**src/rtl/io_pkg.sv**
```systemverilog
// Shared definitions for the IO-region peripherals: register offsets,
// STATUS bit positions and the UART transmitter state encoding.
package io_pkg;

  localparam logic [1:0] REG_TXDATA  = 2'd0;
  localparam logic [1:0] REG_STATUS  = 2'd1;
  localparam logic [1:0] REG_BAUDDIV = 2'd2;

  localparam int STAT_FULL     = 0;
  localparam int STAT_EMPTY    = 1;
  localparam int STAT_BUSY     = 2;
  localparam int STAT_OVERFLOW = 3;
  localparam int STAT_PARITY   = 4;

  // PARITY only becomes reachable when the parity build option is enabled
  typedef enum logic [2:0] {IDLE, START, DATA, PARITY, STOP} uart_tx_state_t;

endpackage

```
**src/rtl/sync_fifo.sv**
```systemverilog
// Single-clock FIFO with first-word-fall-through head; DEPTH must be a power
// of two. A pop and a push in the same cycle are both honoured when full.
module sync_fifo #(
  parameter int WIDTH = 8,
  parameter int DEPTH = 4
) (
  input  logic             clk,
  input  logic             reset,
  input  logic             push,
  input  logic [WIDTH-1:0] wdata,
  input  logic             pop,
  output logic [WIDTH-1:0] head,
  output logic             full,
  output logic             empty
);

  localparam int AW = (DEPTH > 1) ? $clog2(DEPTH) : 1;
  localparam logic [AW:0] DEPTH_CNT = (AW + 1)'(DEPTH);

  logic [WIDTH-1:0] mem [DEPTH];
  logic [AW-1:0]    wr_ptr;
  logic [AW-1:0]    rd_ptr;
  logic [AW:0]      count;
  logic             do_pop;
  logic             do_push;

  assign full    = (count == DEPTH_CNT);
  assign empty   = (count == '0);
  assign do_pop  = pop && !empty;
  // The slot freed by a simultaneous pop makes room for the incoming word
  assign do_push = push && (!full || do_pop);
  assign head    = mem[rd_ptr];

  always_ff @(posedge clk or negedge reset) begin
    if (!reset) begin
      wr_ptr <= '0;
      rd_ptr <= '0;
      count  <= '0;
    end else begin
      if (do_push) wr_ptr <= wr_ptr + 1'b1;
      if (do_pop)  rd_ptr <= rd_ptr + 1'b1;
      case ({do_push, do_pop})
        2'b10:   count <= count + 1'b1;
        2'b01:   count <= count - 1'b1;
        default: count <= count;
      endcase
    end
  end

  always_ff @(posedge clk) begin
    if (do_push) mem[wr_ptr] <= wdata;
  end

endmodule

```
**src/rtl/io_uart_tx.sv**
```systemverilog
// Memory-mapped 8N1 UART transmitter with a small TX FIFO on the IO bus.
// Build option UART_TX_PARITY_EN inserts an even-parity bit before STOP.
module io_uart_tx
  import io_pkg::*;
#(
  parameter int FIFO_DEPTH  = 4,
  parameter int DEFAULT_DIV = 867,
  parameter int DIV_W       = 16
) (
  input  logic        clk,
  input  logic        reset,
  input  logic        sel,
  input  logic        we,
  input  logic [31:0] addr,
  input  logic [31:0] wdata,
  output logic [31:0] rdata,
  output logic        tx,
  output logic        irq_empty
);

`ifdef UART_TX_PARITY_EN
  localparam logic PARITY_PRESENT = 1'b1;
`else
  localparam logic PARITY_PRESENT = 1'b0;
`endif

  uart_tx_state_t   state;
  uart_tx_state_t   state_next;
  logic [DIV_W-1:0] bauddiv;
  logic [DIV_W-1:0] div_lat;
  logic [DIV_W-1:0] bit_cnt;
  logic [7:0]       shift;
  logic [2:0]       bit_idx;
  logic             bit_done;
  logic             overflow;
  logic             wr_en;
  logic [1:0]       reg_idx;
  logic             fifo_push;
  logic             fifo_pop;
  logic [7:0]       fifo_head;
  logic             fifo_full;
  logic             fifo_empty;
  logic             busy;
  logic             unused_bits;

  assign unused_bits = ^{addr[31:4], addr[1:0], wdata};

  assign wr_en     = sel && we;
  assign reg_idx   = addr[3:2];
  assign fifo_push = wr_en && (reg_idx == REG_TXDATA);
  assign fifo_pop  = (state == IDLE) && !fifo_empty;
  assign bit_done  = (bit_cnt == div_lat);
  assign busy      = (state != IDLE);

  sync_fifo #(
    .WIDTH(8),
    .DEPTH(FIFO_DEPTH)
  ) u_fifo (
    .clk  (clk),
    .reset(reset),
    .push (fifo_push),
    .wdata(wdata[7:0]),
    .pop  (fifo_pop),
    .head (fifo_head),
    .full (fifo_full),
    .empty(fifo_empty)
  );

  // A push is only dropped when the FIFO stays full, i.e. no pop this cycle
  always_ff @(posedge clk or negedge reset) begin
    if (!reset) begin
      bauddiv  <= DIV_W'(DEFAULT_DIV);
      overflow <= 1'b0;
    end else begin
      if (wr_en && (reg_idx == REG_BAUDDIV)) bauddiv <= wdata[DIV_W-1:0];
      if (wr_en && (reg_idx == REG_STATUS))
        overflow <= 1'b0;
      else if (fifo_push && fifo_full && !fifo_pop)
        overflow <= 1'b1;
    end
  end

  always_ff @(posedge clk or negedge reset) begin
    if (!reset) state <= IDLE;
    else        state <= state_next;
  end

  always_comb begin
    state_next = state;
    case (state)
      IDLE:   if (!fifo_empty) state_next = START;
      START:  if (bit_done) state_next = DATA;
      DATA: begin
        if (bit_done && (bit_idx == 3'd7)) begin
`ifdef UART_TX_PARITY_EN
          state_next = PARITY;
`else
          state_next = STOP;
`endif
        end
      end
      PARITY: if (bit_done) state_next = STOP;
      STOP:   if (bit_done) state_next = IDLE;
      default: state_next = IDLE;
    endcase
  end

  // Every state change happens on a bit-time expiry, so clearing the counter
  // on expiry also reloads it on state entry; the divider is frozen per frame
  always_ff @(posedge clk or negedge reset) begin
    if (!reset) begin
      bit_cnt <= '0;
      div_lat <= '0;
      shift   <= '0;
      bit_idx <= '0;
    end else if (state == IDLE) begin
      bit_cnt <= '0;
      bit_idx <= '0;
      if (!fifo_empty) begin
        shift   <= fifo_head;
        div_lat <= bauddiv;
      end
    end else begin
      bit_cnt <= bit_done ? '0 : bit_cnt + 1'b1;
      if ((state == DATA) && bit_done) begin
        shift   <= {1'b0, shift[7:1]};
        bit_idx <= bit_idx + 1'b1;
      end
    end
  end

`ifdef UART_TX_PARITY_EN
  logic par_bit;

  always_ff @(posedge clk or negedge reset) begin
    if (!reset)                             par_bit <= 1'b0;
    else if ((state == IDLE) && !fifo_empty) par_bit <= ^fifo_head;
  end
`endif

  always_comb begin
    tx = 1'b1;
    case (state)
      START:  tx = 1'b0;
      DATA:   tx = shift[0];
`ifdef UART_TX_PARITY_EN
      PARITY: tx = par_bit;
`endif
      default: tx = 1'b1;
    endcase
  end

  always_ff @(posedge clk or negedge reset) begin
    if (!reset) irq_empty <= 1'b1;
    else        irq_empty <= fifo_empty && (state == IDLE);
  end

  always_comb begin
    rdata = '0;
    if (sel) begin
      case (reg_idx)
        REG_STATUS: begin
          rdata[STAT_FULL]     = fifo_full;
          rdata[STAT_EMPTY]    = fifo_empty;
          rdata[STAT_BUSY]     = busy;
          rdata[STAT_OVERFLOW] = overflow;
          rdata[STAT_PARITY]   = PARITY_PRESENT;
        end
        REG_BAUDDIV: rdata[DIV_W-1:0] = bauddiv;
        default: rdata = '0;
      endcase
    end
  end

endmodule

```
**config.mk**
```make
export PLATFORM = sky130hd
export DESIGN_NAME = io_uart_tx
export DESIGN_NICKNAME = d
export VERILOG_FILES = /design/src/rtl/io_pkg.sv /design/src/rtl/sync_fifo.sv /design/src/rtl/io_uart_tx.sv
export SDC_FILE = /design/constraint.sdc
export NUM_CORES = 1
export LEC_CHECK = 0
export BUFFER_PORTS_ARGS = -buffer_cell sky130_fd_sc_hd__buf_2
export CORE_MARGIN = 10
export CORE_UTILIZATION = 55
export DETAILED_ROUTE_END_ITERATION = 7
export PLACE_DENSITY = 0.8
export SLEW_MARGIN = 5
export SYNTH_ARGS = -nofsm -noshare
export SYNTH_HDL_FRONTEND = slang
export SYNTH_SLANG_ARGS = --single-unit
```
**constraint.sdc**
```tcl
create_clock -name clk -period 3.1 [get_ports clk]
set_input_delay 0.31 -clock clk [delete_from_list [all_inputs] [get_ports clk]]
set_output_delay 0.31 -clock clk [all_outputs]
set_load 0.02 [all_outputs]
```
# ---- Yosys cells after proc, flatten, opt, wreduce, memory -nomap -nowiden
# Memory sizes are Yosys's and may differ from the RTL's.
# Index checks and enable logic that the tools add are counted.
dict set report totals {
  register_bits 71
  mem_bits_rw 32
  in_bits 68
  out_inout_bits 34
  elab_cells 83
  memories 1
}
# memory depth width read_ports rd_ports_with_merged_regs wr line_no
set memory_table {}
lappend memory_table {u_fifo.mem 4 8 1 0 1 sync_fifo.sv:20} ;# logic [WIDTH-1:0] mem [DEPTH];
dict set report classes {
  n_addsub 6
  n_eq_ne 16
  n_mux 22
  n_bitwise 1
  reduce_logical 26
}
# op count
set ops {}
lappend ops {{$mux 16} 3}
lappend ops {{$mux 8} 3}
lappend ops {{$mux 3} 7}
lappend ops {{$add 16x1->16 const B} 1}
lappend ops {{$eq 16x16->1} 1}
lappend ops {{$pmux 3 s5} 1}
lappend ops {{$logic_and 1x1->1} 12}
lappend ops {{$mux 11} 1}
lappend ops {{$ne 2x2->1 const B} 5}
lappend ops {{$pmux 5 s2} 1}
lappend ops {{$eq 3x3->1 const B} 3}
lappend ops {{$add 3x1->3 const B} 2}
lappend ops {{$eq 3x2->1 const B} 2}
lappend ops {{$logic_not 3->1} 2}
lappend ops {{$pmux 3 s2} 1}
lappend ops {{$reduce_bool 2->1} 3}
lappend ops {{$reduce_and 5->1} 1}
lappend ops {{$add 2x1->2 const B} 2}
lappend ops {{$eq 2x1->1 const B} 2}
lappend ops {{$eq 2x2->1 const B} 2}
lappend ops {{$mux 1} 4}
lappend ops {{$reduce_and 2->1} 2}
lappend ops {{$eq 3x1->1 const B} 1}
lappend ops {{$logic_not 1->1} 3}
lappend ops {{other kinds (6)} 6}

# ---- Depth between registers and ports, before layout
dict set report logic_depth {
  ltp_word 8
  depth_mapped 10
  ltp_nobuf 8
}

# ---- Modules after synthesis
# A second synthesis with hierarchy kept.
dict set report unflattened {
  hier_cells 395
  area_unflattened_um2 4753.3
}
# module instances cells_per_inst area_per_inst_um2 seq_area_each_um2
set modules_own_cells {}
lappend modules_own_cells {io_uart_tx 1 315 3165.5 1610.3}
lappend modules_own_cells {sync_fifo 1 80 1587.8 1136.1}

# ---- Least setup slack after synthesis
# No wires, ideal clock.
dict set report synth_path {
  path_type {flip-flop to flip-flop}
  start {register state[0]}
  end {register u_fifo.count[2]}
  setup_ns 0.127
  arrival_time_ns 2.197
  required_ns 2.973
  setup_slack_ns 0.776
  stages_incl_launch_ff 11
  path_buffers 3
  period_less_slack_ns 2.324
  cell_sequence {dfrtp_1 -> buf_2 -> or3_1 -> buf_2 -> nor2_4 -> buf_4 -> nand2_1 -> fa_1 -> nor3b_1 -> a31oi_1 -> xnor2_1}
}
dict set report synth_via {
  elab_chain_len 7
  word_cells_on_any_way 9
  cone_classes {eq/ne (2); mux (1); reduce/logical (6)}
}
# element line_no
set synth_rtl {}
lappend synth_rtl {{start, declared} io_uart_tx.sv:27} ;# uart_tx_state_t state;
lappend synth_rtl {{start signal, assigned} io_uart_tx.sv:85} ;# else state <= state_next;
lappend synth_rtl {{$logic_not 3->1 (*)} io_uart_tx.sv:51} ;# assign fifo_pop = (state == IDLE) && !fifo_empty;
lappend synth_rtl {{$logic_and 1x1->1 (*)} io_uart_tx.sv:51}
lappend synth_rtl {{$logic_and 1x1->1 (*)} sync_fifo.sv:29} ;# assign do_pop = pop && !empty;
lappend synth_rtl {{$logic_or 1x1->1} sync_fifo.sv:31} ;# assign do_push = push && (!full || do_pop);
lappend synth_rtl {{$logic_and 1x1->1} sync_fifo.sv:31}
lappend synth_rtl {{$eq 2x1->1 or $eq 2x2->1 (tied branches)} sync_fifo.sv:42} ;# case ({do_push, do_pop})
lappend synth_rtl {{$pmux 3 s2 or $reduce_bool 2->1 (tied branches)} n/a}
lappend synth_rtl {{end signal, assigned} sync_fifo.sv:43} ;# 2'b10: count <= count + 1'b1;
lappend synth_rtl {{end signal, assigned} sync_fifo.sv:44} ;# 2'b01: count <= count - 1'b1;
lappend synth_rtl {{end signal, assigned} sync_fifo.sv:45} ;# default: count <= count;
lappend synth_rtl {{end, declared} sync_fifo.sv:23} ;# logic [AW:0] count;
# Mark *: on every way between the ends. The rest lies on a longest branch, timed or not.
# A chain may end at the register's enable or synchronous reset.

# ---- Worst setup path after layout
dict set report layout_path {
  start {register state[1]}
  end {register u_fifo.count[2]}
}
# Same word-level chain as after synthesis.

==> results.yml <==
run_status:
  status: "completed"
pwr:
  vdd_drop_max_v: 0.000527
  p_sw_uw: 1340
  p_int_uw: 2620
  clockPowerShare_pct: 19.7
  p_seq_share_pct: 51.9
  combPwrFrac_pct: 28.4
  p_leak_uw: 0.00229
  switching_share_pct: 33.8
  p_per_area_nw_per_um2: 758
worst_hold_path:
  min-delay-path-class: "primary input to flop"
  holdPathStages: 2
sta:
  slew_headroom_pct: 44.9
  fin_crit_sh_pct: 75.8
  tightest_slew_ns: 0.824
  rsz0062_at_grt: "no"
  setup_viol: 0
  fin_worst_skew_ns: 0.0103
  finalHoldViolations: 0
  hold_ws_ns: 0.149
  finalCriticalPeriod_ns: 2.35
  drv_slew: 0
  fmax_mhz: 425
  setup_slack_ns: 0.749
  tns_ns: 0
yosys:
  netlist_area_um2: 4800
  synth-edff-count: 32
  yosysTopAreaCell: "dfrtp_1"
  synth.distinct_cells: 46
  synth_common_cells: "dfrtp_1, mux2_2, nand2_1"
  synth_area_leaders: "dfrtp_1, edfxtp_1, mux2_2"
  synth_warnings: 0
  ys_seq_elements: 103
  synthMostInstantiatedCell: "dfrtp_1"
  ys.flop_type: "dfrtp_1"
  ys_seq_area_share_pct: 57.2
  synthCells: 373
  synth_top_area_share_pct: 33.4
  synth_area_per_cell_um2: 12.9
  synthArstFlopShare_pct: 68.9
floorplanning:
  die_y_um: 113
  start_util_pct: 55.9
  die_area_um2: 12900
  pin_count: 102
  core_area_um2: 8590
  rows: 34
  die_w_um: 113
finish:
  syn2layout_area_growth_pct: 8.86
  final_area_um2: 5230
  final_nets: 494
  num_antenna_cells: 0
  register_area_um2: 2750
  layout-drive-gt1-share_pct: 28.1
  fill_cells: 680
  finalNonFillerCells: 528
  multi_input_area_um2: 1870
route:
  wl_met3_um: 457
  via_count: 2888
  post-route-drc-count: 0
  topRoutingLayerUsed: "met4"
  drt_iter0_drc: 126
  ant_nets: 0
  drt_pass1_iterations: 6
  dr_wl_met2_um: 4490
  drt-total-wl_um: 9050
  wl_met1_um: 3910
  vias_per_cell: 5.47
  wire_per_inst_um: 17.1
cts:
  root_buffer: "clkbuf_8"
  path_clk_slew_ns: 0.09
  cts_setup_buffers: 0
  cts_num_sinks: 103
  numCtsBuffers: 9
  cts_tree: "built"
  htree_num_levels: 3
  cts.hold.buffers_added: 1
  clock_path_buffers: 2
  insertion_delay_ns: 0.37
  cts-resized-gates: 0
critical_path:
  path_cells: "or3_1, nor2_4, nand2_1, fa_1, nor3b_1, a31oi_1, xnor2_1"
  required_ns: 3.36
  critPathMaxStageDelay_ns: 0.70
  crit_type: "flop to flop"
  cp-start-kind: "flop"
  worstPathArrival_ns: 2.61
  cp_slowest_cell: "or3_1"
  endpoint_kind: "flop"
  reg2regPathDepth: 7
  worst-path-max-fanout: 15
place:
  dp_slack_ns: 0.742
  place_congestion: 0.797
  dp.final_hpwl_um: 6610
  io_buffers: 39
  place_area_um2: 5030
  place_inst: 511
grt:
  grt_pass1_wl_um: 15400
  grt_pass1_vias: 3136
  antenna_found_initial: 0
  grt_max_degree: 30
  gr-usage-all-layers_pct: 14.8
  grt_overflow: 0
job:
  maxCapViolCount: 0
==> routing by layer <==
layer / up-vias / GRT usage, %
met1: 1461 / 18.2
met5: - / 0
met4: 0 / 7.19
li1: 1345 / -
met2: 67 / 23.8
met3: 15 / 3.52
==> cells by family after synthesis <==
kind of cell	Yosys count	share of synthesized area [%]
flops	103	57.2
buf+inv	41	4.95
simple gates	114	11.6
other cells	1	0.0781
mux	51	13.7
compound gates	17	3.02
xor+xnor	35	6.39
fa+ha+maj	11	3.02
==> area by class of cell <==
class,instances,area share [%]
Clock buffer,10,2.44
Clock inverter,6,1.01
Inverter,11,0.790
Multi-Input combinational cell,244,35.8
Sequential cell,103,52.6
Tap cell,108,2.59
Timing Repair Buffer,46,4.79
==> registers in the layout, indices dropped and copies added, names as in the netlist <==
signal,count
u_fifo.mem,32
bauddiv,16
bit_cnt,16
div_lat,16
shift,8
bit_idx,3
state,3
u_fifo.count,3
u_fifo.rd_ptr,2
u_fifo.wr_ptr,2
irq_empty,1
overflow,1
==> power groups by stage <==
stage          sequential [µW]  clock, µW  combinational (µW)
6_report                  2060        782                1120
5_1_grt                   2110        842                1260
4_1_cts                   2060        795                1140
3_5_place_dp              2080          0                1130
3_3_place_gp              2050          0                1070
2_1_floorplan             1930          0                 992
==> cells in the final DEF (no fill, tap or decap), drive strengths merged, types with 2 or more instances in the layout <==
| master | n |
|---|---|
| o21ai | 3 |
| nor2b | 3 |
| mux2 | 39 |
| a22oi | 3 |
| nand2 | 38 |
| mux2i | 4 |
| xor2 | 9 |
| clkinv | 2 |
| dfrtp | 64 |
| inv | 15 |
| dfstp | 7 |
| buf | 45 |
| and2 | 6 |
| edfxtp | 32 |
| nand4 | 6 |
| xnor2 | 26 |
| a21oi | 2 |
| clkbuf | 10 |
| mux4 | 8 |
| nor2 | 29 |
| a31oi | 3 |
| nor3 | 4 |
| and3 | 12 |
| nand3 | 9 |
| conb | 16 |
| nor4 | 2 |
| ha | 10 |
==> path summary, 6_finish.rpt <==
kind / slack (ns) / to / from
min in group asynchronous: 0.51 / bit_cnt[0]$_DFF_PN0_ / reset
max in group asynchronous: 1.77 / bauddiv[9]$_DFFE_PN1P_ / reset
max reg2reg: 0.75 / u_fifo.count[2]$_DFFE_PN0P_ / state[1]$_DFFE_PN0P_
max: 0.75 / u_fifo.count[2]$_DFFE_PN0P_ / state[1]$_DFFE_PN0P_
min reg2reg: 0.50 / bit_idx[0]$_DFFE_PN0P_ / bit_idx[0]$_DFFE_PN0P_
min: 0.15 / overflow$_DFFE_PN0P_ / we
==> per-stage QoR <==
stage	utilization, %	power (µW)
floorplan	-	2920
global placement	58.6	3120
detailed placement	58.6	3210
CTS	60.8	3990
global route	60.8	4210
finish	60.8	3960
==> worst max-delay path, delay by kind of cell (launching register included) <==
kind                     cells  cell delay [ns]
adder cells (fa/ha/maj)      1             0.39
flip-flops                   1             0.46
XOR/XNOR                     1             0.14
AND/OR/NAND/NOR              4             1.18
AO/OA/AOI/OAI                1             0.07
Note: power is estimated with default switching activity, not from simulation.
